**config.mk**
```make
export PLATFORM = sky130hd
export DESIGN_NAME = serial_readout_sequencer
export DESIGN_NICKNAME = d
export VERILOG_FILES = /design/src/rtl/serial_readout_sequencer.sv
export SDC_FILE = /design/constraint.sdc
export NUM_CORES = 1
export LEC_CHECK = 0
export ABC_AREA = 1
export CORE_MARGIN = 2
export CORE_UTILIZATION = 55
export DETAILED_ROUTE_END_ITERATION = 10
export PLACE_DENSITY = 0.83
export SLEW_MARGIN = 20
export SYNTH_ARGS = -nofsm -noshare
export SYNTH_HDL_FRONTEND = slang
export SYNTH_SLANG_ARGS = --single-unit
export TNS_END_PERCENT = 1
```
**constraint.sdc**
```tcl
create_clock -name sclk -period 2.9 [get_ports sclk]
set_input_delay 0.29 -clock sclk [delete_from_list [all_inputs] [get_ports sclk]]
set_output_delay 0.29 -clock sclk [all_outputs]
set_load 0.005 [all_outputs]
```
**src/rtl/serial_readout_sequencer.sv**
```systemverilog
// Serial readout sequencer: walks the enabled channels of a latched mask,
// emitting per channel a header (start bit + channel index, MSB first)
// followed by BITS_PER_CH bits shifted out of that channel's serial source.
// Outside a frame the SPI register-readback stream is forwarded instead.
module serial_readout_sequencer #(
    parameter int NUM_CH      = 8,
    parameter int BITS_PER_CH = 50
) (
    input  logic                        sclk,
    input  logic                        rst,
    input  logic                        start,
    input  logic [NUM_CH-1:0]           ch_mask,
    input  logic [NUM_CH-1:0]           raw_serial_out,
    input  logic                        wr_serial_out,
    output logic [NUM_CH-1:0]           load_cnt_ser,
    output logic                        serial_out,
    output logic                        busy,
    output logic                        frame_done,
    output logic [$clog2(NUM_CH)-1:0]   cur_ch
);

    localparam int CH_W    = $clog2(NUM_CH);
    // Counter must hold the last index of the longer of the header and data phases.
    localparam int CNT_MAX = (BITS_PER_CH > 1 + CH_W) ? BITS_PER_CH : 1 + CH_W;
    localparam int CNT_W   = $clog2(CNT_MAX);

    localparam logic [CNT_W-1:0] HDR_LAST  = CNT_W'(CH_W);
    localparam logic [CNT_W-1:0] DATA_LAST = CNT_W'(BITS_PER_CH - 1);

    typedef enum logic [1:0] {
        IDLE = 2'd0,
        HDR  = 2'd1,
        DATA = 2'd2,
        DONE = 2'd3
    } state_t;

    state_t            state;
    state_t            state_n;
    logic [CNT_W-1:0]  cnt;
    logic [CNT_W-1:0]  cnt_n;
    logic [CH_W-1:0]   ch_n;
    logic [NUM_CH-1:0] mask_q;
    logic [NUM_CH-1:0] mask_n;

    logic [CH_W-1:0]   first_idx;
    logic [CH_W-1:0]   next_idx;
    logic              next_found;
    logic              hdr_bit;
    logic              ser_src;

    // Lowest enabled channel of the incoming mask, and next enabled channel above cur_ch
    always_comb begin
        first_idx  = '0;
        next_idx   = '0;
        next_found = 1'b0;
        for (int i = NUM_CH - 1; i >= 0; i--) begin
            if (ch_mask[i]) begin
                first_idx = CH_W'(i);
            end
            if (mask_q[i] && (i > int'(cur_ch))) begin
                next_idx   = CH_W'(i);
                next_found = 1'b1;
            end
        end
    end

    // Header bit for the current counter position: start bit, then cur_ch MSB first
    always_comb begin
        hdr_bit = 1'b1;
        for (int k = 0; k < CH_W; k++) begin
            if (int'(cnt) == CH_W - k) begin
                hdr_bit = cur_ch[k];
            end
        end
    end

    // Next-state and next-counter decisions for the sequencer
    always_comb begin
        state_n = state;
        cnt_n   = cnt;
        ch_n    = cur_ch;
        mask_n  = mask_q;
        case (state)
            IDLE: begin
                if (start) begin
                    cnt_n = '0;
                    if (|ch_mask) begin
                        mask_n  = ch_mask;
                        ch_n    = first_idx;
                        state_n = HDR;
                    end else begin
                        state_n = DONE;
                    end
                end
            end
            HDR: begin
                if (cnt == HDR_LAST) begin
                    cnt_n   = '0;
                    state_n = DATA;
                end else begin
                    cnt_n = cnt + CNT_W'(1);
                end
            end
            DATA: begin
                if (cnt == DATA_LAST) begin
                    cnt_n = '0;
                    if (next_found) begin
                        ch_n    = next_idx;
                        state_n = HDR;
                    end else begin
                        state_n = DONE;
                    end
                end else begin
                    cnt_n = cnt + CNT_W'(1);
                end
            end
            default: begin
                cnt_n   = '0;
                mask_n  = '0;
                state_n = IDLE;
            end
        endcase
    end

    // Sequencer state plus registered control outputs decoded from the next state
    always_ff @(posedge sclk or posedge rst) begin
        if (rst) begin
            state        <= IDLE;
            cnt          <= '0;
            cur_ch       <= '0;
            mask_q       <= '0;
            busy         <= 1'b0;
            frame_done   <= 1'b0;
            load_cnt_ser <= '0;
        end else begin
            state        <= state_n;
            cnt          <= cnt_n;
            cur_ch       <= ch_n;
            mask_q       <= mask_n;
            busy         <= (state_n != IDLE);
            frame_done   <= (state_n == DONE);
            load_cnt_ser <= (state_n == DATA) ? (NUM_CH'(1) << ch_n) : '0;
        end
    end

    // Source of the serial stream for the current state
    always_comb begin
        case (state)
            IDLE:    ser_src = wr_serial_out;
            HDR:     ser_src = hdr_bit;
            DATA:    ser_src = raw_serial_out[cur_ch];
            default: ser_src = 1'b0;
        endcase
    end

    // Serial output register: one sclk of latency from the selected source
    always_ff @(posedge sclk or posedge rst) begin
        if (rst) begin
            serial_out <= 1'b0;
        end else begin
            serial_out <= ser_src;
        end
    end

endmodule
```
### Word-level counts from Yosys, hierarchy flattened

Index checks and enable logic that the tools add are counted.

| cells by class | value |
|---|---|
| bitwise logic cells | 1 |
| shifts and indexed selects | 1 |
| add/sub/neg operators | 1 |
| equal/unequal tests | 11 |
| reduce and logical (&&, ||, !) cells | 12 |
| mux-type cells | 47 |
| order comparisons | 8 |

Operators by type and width:

| operator | number |
|---|---|
| two-way mux 3 bit | 19 |
| two-way mux 8 bit | 3 |
| two-way mux 6 bit | 3 |
| case mux 6 bit (3 select lines) | 1 |
| case mux 8 bit (2 select lines) | 1 |
| == test 6 x 2 -> 1 bit, second input constant | 2 |
| == test 6 x 3 -> 1 bit, second input constant | 2 |
| greater-than comparator 3 bit, first input constant | 4 |
| two-way mux 1 bit | 11 |
| two-way mux 2 bit | 5 |
| OR reduction 8 bit | 1 |
| << shifter 1 x 3 -> 8 bit, first input constant | 1 |
| logical AND 1 bit | 7 |
| adder 6 x 1 -> 6 bit, second input constant | 1 |
| == test 2 bit, second input constant | 3 |
| == test 6 bit, second input constant | 1 |
| greater-than comparator 2 x 3 -> 1 bit, first input constant | 2 |
| case mux 2 bit (3 select lines) | 1 |
| case mux 3 bit (2 select lines) | 1 |
| less-than comparator 3 x 4 -> 1 bit, second input constant | 1 |
| != test 2 bit, second input constant | 2 |
| binary-select mux 1 bit (select 3 bit) | 1 |
| greater-than comparator 1 x 3 -> 1 bit, first input constant | 1 |
| case mux 1 bit (3 select lines) | 1 |
| other kinds (6) | 6 |

| storage, ports and cells | value |
|---|---|
| flip-flop bits (word level) | 30 |
| input port bits | 20 |
| output and inout bits | 14 |
| logic and storage cells | 89 |

### Logic depth before layout (Yosys ltp)

| depth | value |
|---|---|
| depth in word-level cells | 14 |
| depth in mapped cells | 13 |
| depth with buffers taken out | 12 |

### Worst setup path after synthesis

Ideal clock, no wire load.

| path | value |
|---|---|
| path type | reg-to-reg |
| from | register state[1] |
| to | register cnt[4] |
| setup time | 0.079 ns |
| cell stages (with the launch flop) | 7 |
| period minus slack after synthesis | 1.586 ns |
| setup slack | 1.314 ns |
| arrival | 1.507 ns |
| path buffers | 1 |
| required time | 2.821 ns |
| cell sequence | dfrtp_1 -> inv_1 -> ha_1 -> clkbuf_1 -> a21boi_0 -> a21oi_1 -> a2bb2oi_1 |

| between the ends | value |
|---|---|
| longest elaborated chain between the ends | 2 |
| elaborated cells between the ends (all ways) | 5 |
| classes of those cells | eq/ne (3); mux (1); reduce/logical (1) |

RTL lines:

| what | RTL line | text |
|---|---|---|
| start: declaration | 37 | `state_t state;` |
| start signal: assignment | 136 | `state <= state_n;` |
| == test 2 bit (tied with other cells) | 83 | `case (state)` |
| case mux 6 bit (3 select lines) or != test 2 bit (tied branches) | -- |  |
| end signal: assignment | 137 | `cnt <= cnt_n;` |
| end: declaration | 39 | `logic [CNT_W-1:0] cnt;` |

Several ways; a longest one is shown, not always the timed one.
A chain may end at the register's enable or synchronous reset.

### Worst setup path in the final report

| path | value |
|---|---|
| from | register state[1] |
| to | register load_cnt_ser[2] |

| between the ends | value |
|---|---|
| longest elaborated chain between the ends | 4 |
| elaborated cells between the ends (all ways) | 11 |
| classes of those cells | eq/ne (3); shift (1); mux (6); reduce/logical (1) |

RTL lines:

| what | RTL line | text |
|---|---|---|
| == test 2 bit (tied with other cells) | 83 |  |
| case mux 2 bit (3 select lines) or case mux 3 bit (2 select lines) (tied branches) | 83 |  |
| == test 2 bit or << shifter 1 x 3 -> 8 bit (tied branches) | 142 | `load_cnt_ser <= (state_n == DATA) ? (NUM_CH'(1) << ch_n) : '0;` |
| two-way mux 8 bit (*) | 142 |  |
| end signal: assignment | 142 |  |
| end: declaration | 15 | `output logic [NUM_CH-1:0] load_cnt_ser,` |

Mark *: on every way between the ends. The rest lies on a longest branch, timed or not.

==> impl_results.rst <==
.. list-table::
   :header-rows: 1

   * - Metric
     - Value
   * - Detailed Route WL
     - 4091 microns
   * - Setup repair after global routing missed its margin
     - no
   * - Final hold violations
     - 0
   * - Starting density of the core
     - between 50% and 60%
   * - Relative slew margins
     - 66.02%
   * - Average wire per standard cell
     - 12.43 microns
   * - Commonest register cell after synthesis
     - sky130_fd_sc_hd__dfrtp_1
   * - Cell taking the most area after synthesis
     - sky130_fd_sc_hd__dfrtp_1
   * - Power per unit of standard cell area
     - 832.3 mW/mm^2
   * - Clock latency reported for the late side of the worst-skew pair
     - 0.33 ns
   * - Post-route clock period utilization
     - 72.20%
   * - Number of global-route vias before repair
     - 1,647
   * - Avg Inst Size Synth
     - 7.396 sq um
   * - Hold-fix buffer count after cts
     - 0
   * - Growth of design area from synthesis to finish
     - 24.93%
   * - Total Nets Final
     - approximately 310
   * - Clock H-tree levels
     - 2
   * - Most used standard cell by instance count after synthesis
     - sky130_fd_sc_hd__nand2_1
   * - Maximum number of pins on one net before global-route repair
     - 30
   * - Required time of the worst setup path
     - 3.17 ns
   * - Post-synthesis cell type count
     - 30
   * - Power Total
     - 1.899 mW
   * - Max-Cap Viols
     - 0
   * - Syn nets
     - 274
   * - Setup_tns
     - 0 ns
   * - Final ANT Viol Nets
     - 0
   * - Run status
     - completed
   * - HPWL after detailed placement
     - 3167 microns
   * - Yosys reg bits
     - 29
   * - Die area
     - 0.003798 sq mm
   * - Clock tree root driver cell
     - sky130_fd_sc_hd__clkbuf_4
   * - First-pass GRT wire length
     - 6865 microns
   * - Max Fanout on Critical Path
     - 13
   * - TritonCTS clock tree
     - done
   * - Static leakage power
     - 1.117 nW
   * - Tightest Hold Check Type
     - in -> async
   * - Maximum count of clock buffers along a single path
     - 2
   * - Number of design rule violations left after detail routing
     - 0
   * - Maximum vdd drop
     - between 0.5 and 0.6 mV
   * - Most frequent cells after synthesis
     - 59 x sky130_fd_sc_hd__nand2_1, 36 x sky130_fd_sc_hd__nor2_1, 29 x sky130_fd_sc_hd__dfrtp_1, 29 x sky130_fd_sc_hd__nand3_1, 23 x sky130_fd_sc_hd__inv_1
   * - Final setup violation count
     - 0
   * - Setup repair bufs after CTS
     - 0
   * - Initial antenna violation count
     - 0
   * - Number of inserted filler cells in the final layout
     - 277
   * - Area contributors post-synth
     - sky130_fd_sc_hd__dfrtp_1 40%, sky130_fd_sc_hd__nand2_1 12%, sky130_fd_sc_hd__nand3_1 7.9%
   * - Die height
     - 61.63 microns
   * - Std-Cell Rows
     - 20
   * - Clock tree skew after final layout
     - 0.008077 ns
   * - Overflow left after global routing
     - 0
   * - # resized after CTS
     - 0
   * - Part of the Yosys area used for sequential elements
     - 39.73%
   * - Max Transition Viols Final
     - 0
   * - Share of cells above drive strength 1
     - 10.88%
   * - Area of the core
     - 0.003103 sq mm
   * - Share of synthesized flip-flops with an asynchronous set or reset
     - 100.0%
   * - Initial detailed-routing violation count
     - approximately 120
   * - Achievable Freq
     - between 400 and 500 MHz
   * - Die Wd
     - 61.63 microns
   * - Post-detailed-route via-to-cell ratio
     - 5.328
   * - Total placed instance area
     - 0.002197 sq mm
   * - First drt pass iteration count
     - 4
   * - Post-route minimum period
     - 2.094 ns
   * - Synthesized cell area
     - 0.001827 sq mm
   * - # diodes
     - 0
   * - Number of synthesized flops with an enable pin
     - 0
   * - GRT Overall Usage
     - 24.93%
   * - Number of primary I/O pins
     - 34
   * - Vias
     - 1,753
   * - TritonCTS Buffers
     - 5
   * - Post-route design area
     - 0.002282 sq mm
   * - CP endpoint kind
     - flip-flop
   * - Transition at the pin with the smallest max-transition slack
     - 0.5052 ns
   * - Arrival time worst endpoint
     - 2.36 ns
   * - Layout Utilization
     - 73.55%
   * - Yosys warns
     - 0
   * - Worst Setup Start Kind
     - flip-flop
   * - Share of the synthesized area in the top cell type
     - 39.73%
   * - Synth Instances
     - roughly 250
   * - I/O Buffers
     - 33
   * - Number of sinks on the clock net
     - 29
   * - Worst Hold Margin
     - 0.3180 ns
   * - Worst setup path category
     - reg -> reg
   * - Final weighted congestion in routability-driven placement
     - 0.8897
   * - Clock slew at the register clock pins of the worst setup and hold paths
     - 0.09 ns
worst max-delay path: stages, from the launching register on:
cell                      delay [ns]
sky130_fd_sc_hd__dfrtp_1        0.41
sky130_fd_sc_hd__inv_1          0.14
sky130_fd_sc_hd__ha_1           0.42
sky130_fd_sc_hd__nor2_1         0.14
sky130_fd_sc_hd__inv_1          0.10
sky130_fd_sc_hd__nor2_1         0.05
sky130_fd_sc_hd__a21oi_1        0.22
sky130_fd_sc_hd__nor2_1         0.08
sky130_fd_sc_hd__a21oi_1        0.17
sky130_fd_sc_hd__nand4_2        0.16
sky130_fd_sc_hd__nor2_1         0.15
cell usage in the layout (no fill, tap or decap), types with 5 or more instances in the layout:
cell	count
sky130_fd_sc_hd__dfrtp_1	29
sky130_fd_sc_hd__a21oi_1	9
sky130_fd_sc_hd__nor2_1	36
sky130_fd_sc_hd__nand2_1	59
sky130_fd_sc_hd__o21ai_0	15
sky130_fd_sc_hd__nand3_1	29
sky130_fd_sc_hd__inv_1	23
sky130_fd_sc_hd__clkdlybuf4s50_1	33
sky130_fd_sc_hd__nand2_2	8
sky130_fd_sc_hd__ha_1	7
sky130_fd_sc_hd__clkbuf_4	5
metal layers:
metal | up-vias | GRT usage, % | part of all wire [%]
li1 | 879 | - | -
met5 | - | 0 | 0
met2 | 41 | 41.65 | 49
met1 | 828 | 31.73 | 45
met4 | 0 | 7.599 | 1.4
met3 | 5 | 6.513 | 5.0
final timing paths:
check | from | end | slack, ns | depth (start not counted)
hold / removal | rst | load_cnt_ser[2] | 0.32 | 3
hold reg to reg | mask_q[4] | mask_q[4] | 0.52 | 2
setup / recovery | state[1] | load_cnt_ser[2] | 0.81 | 10
max in group asynchronous | rst | cnt[5] | 2.31 | 3
min in group sclk | mask_q[4] | mask_q[4] | 0.52 | 2
setup reg to reg | state[1] | load_cnt_ser[2] | 0.81 | 10
state kept, by name, indices dropped and copies added (netlist names):
name,cells
load_cnt_ser,8
mask_q,7
cnt,6
cur_ch,3
state,2
busy,1
frame_done,1
serial_out,1
per-stage QoR:
| step | setup slack, ns | cells |
|---|---|---|
| final | 0.8062 | 329 |
| after global routing | 0.5657 | 329 |
| after CTS | 0.8010 | 329 |
| after detailed placement | 0.8000 | 321 |
| after global placement | 0.8931 | 321 |
| after floorplan | 1.314 | 247 |
cells by family after synthesis:
logic type                 Yosys count  share of synthesized area, %
AOI/OAI and AO/OA                   37                         12.47
adders and majority gates            7                         4.794
xor gates and xnor gates             1                        0.4795
DFF                                 29                         39.73
buffers and inverters               29                         6.369
and+or+nand+nor                    144                         36.16
report_power, final:
group	internal, mW	switching [mW]	leakage, nW
Combinational	0.361	0.580	0.684
Sequential	0.511	0.100	0.387
Clock	0.206	0.141	0.0455
area by class of cell:
type / count / area, sq um / area share, %
repair buffers: 34 / 337.8 / 14.80
well taps: 44 / 55.05 / 2.412
flip-flops and latches: 29 / 725.7 / 31.80
clock inverters: 1 / 30.03 / 1.316
inverters: 25 / 93.84 / 4.112
multi-input cells: 189 / 984.7 / 43.15
clock buffers: 7 / 55.05 / 2.412
Note: power is estimated with default switching activity, not from simulation.
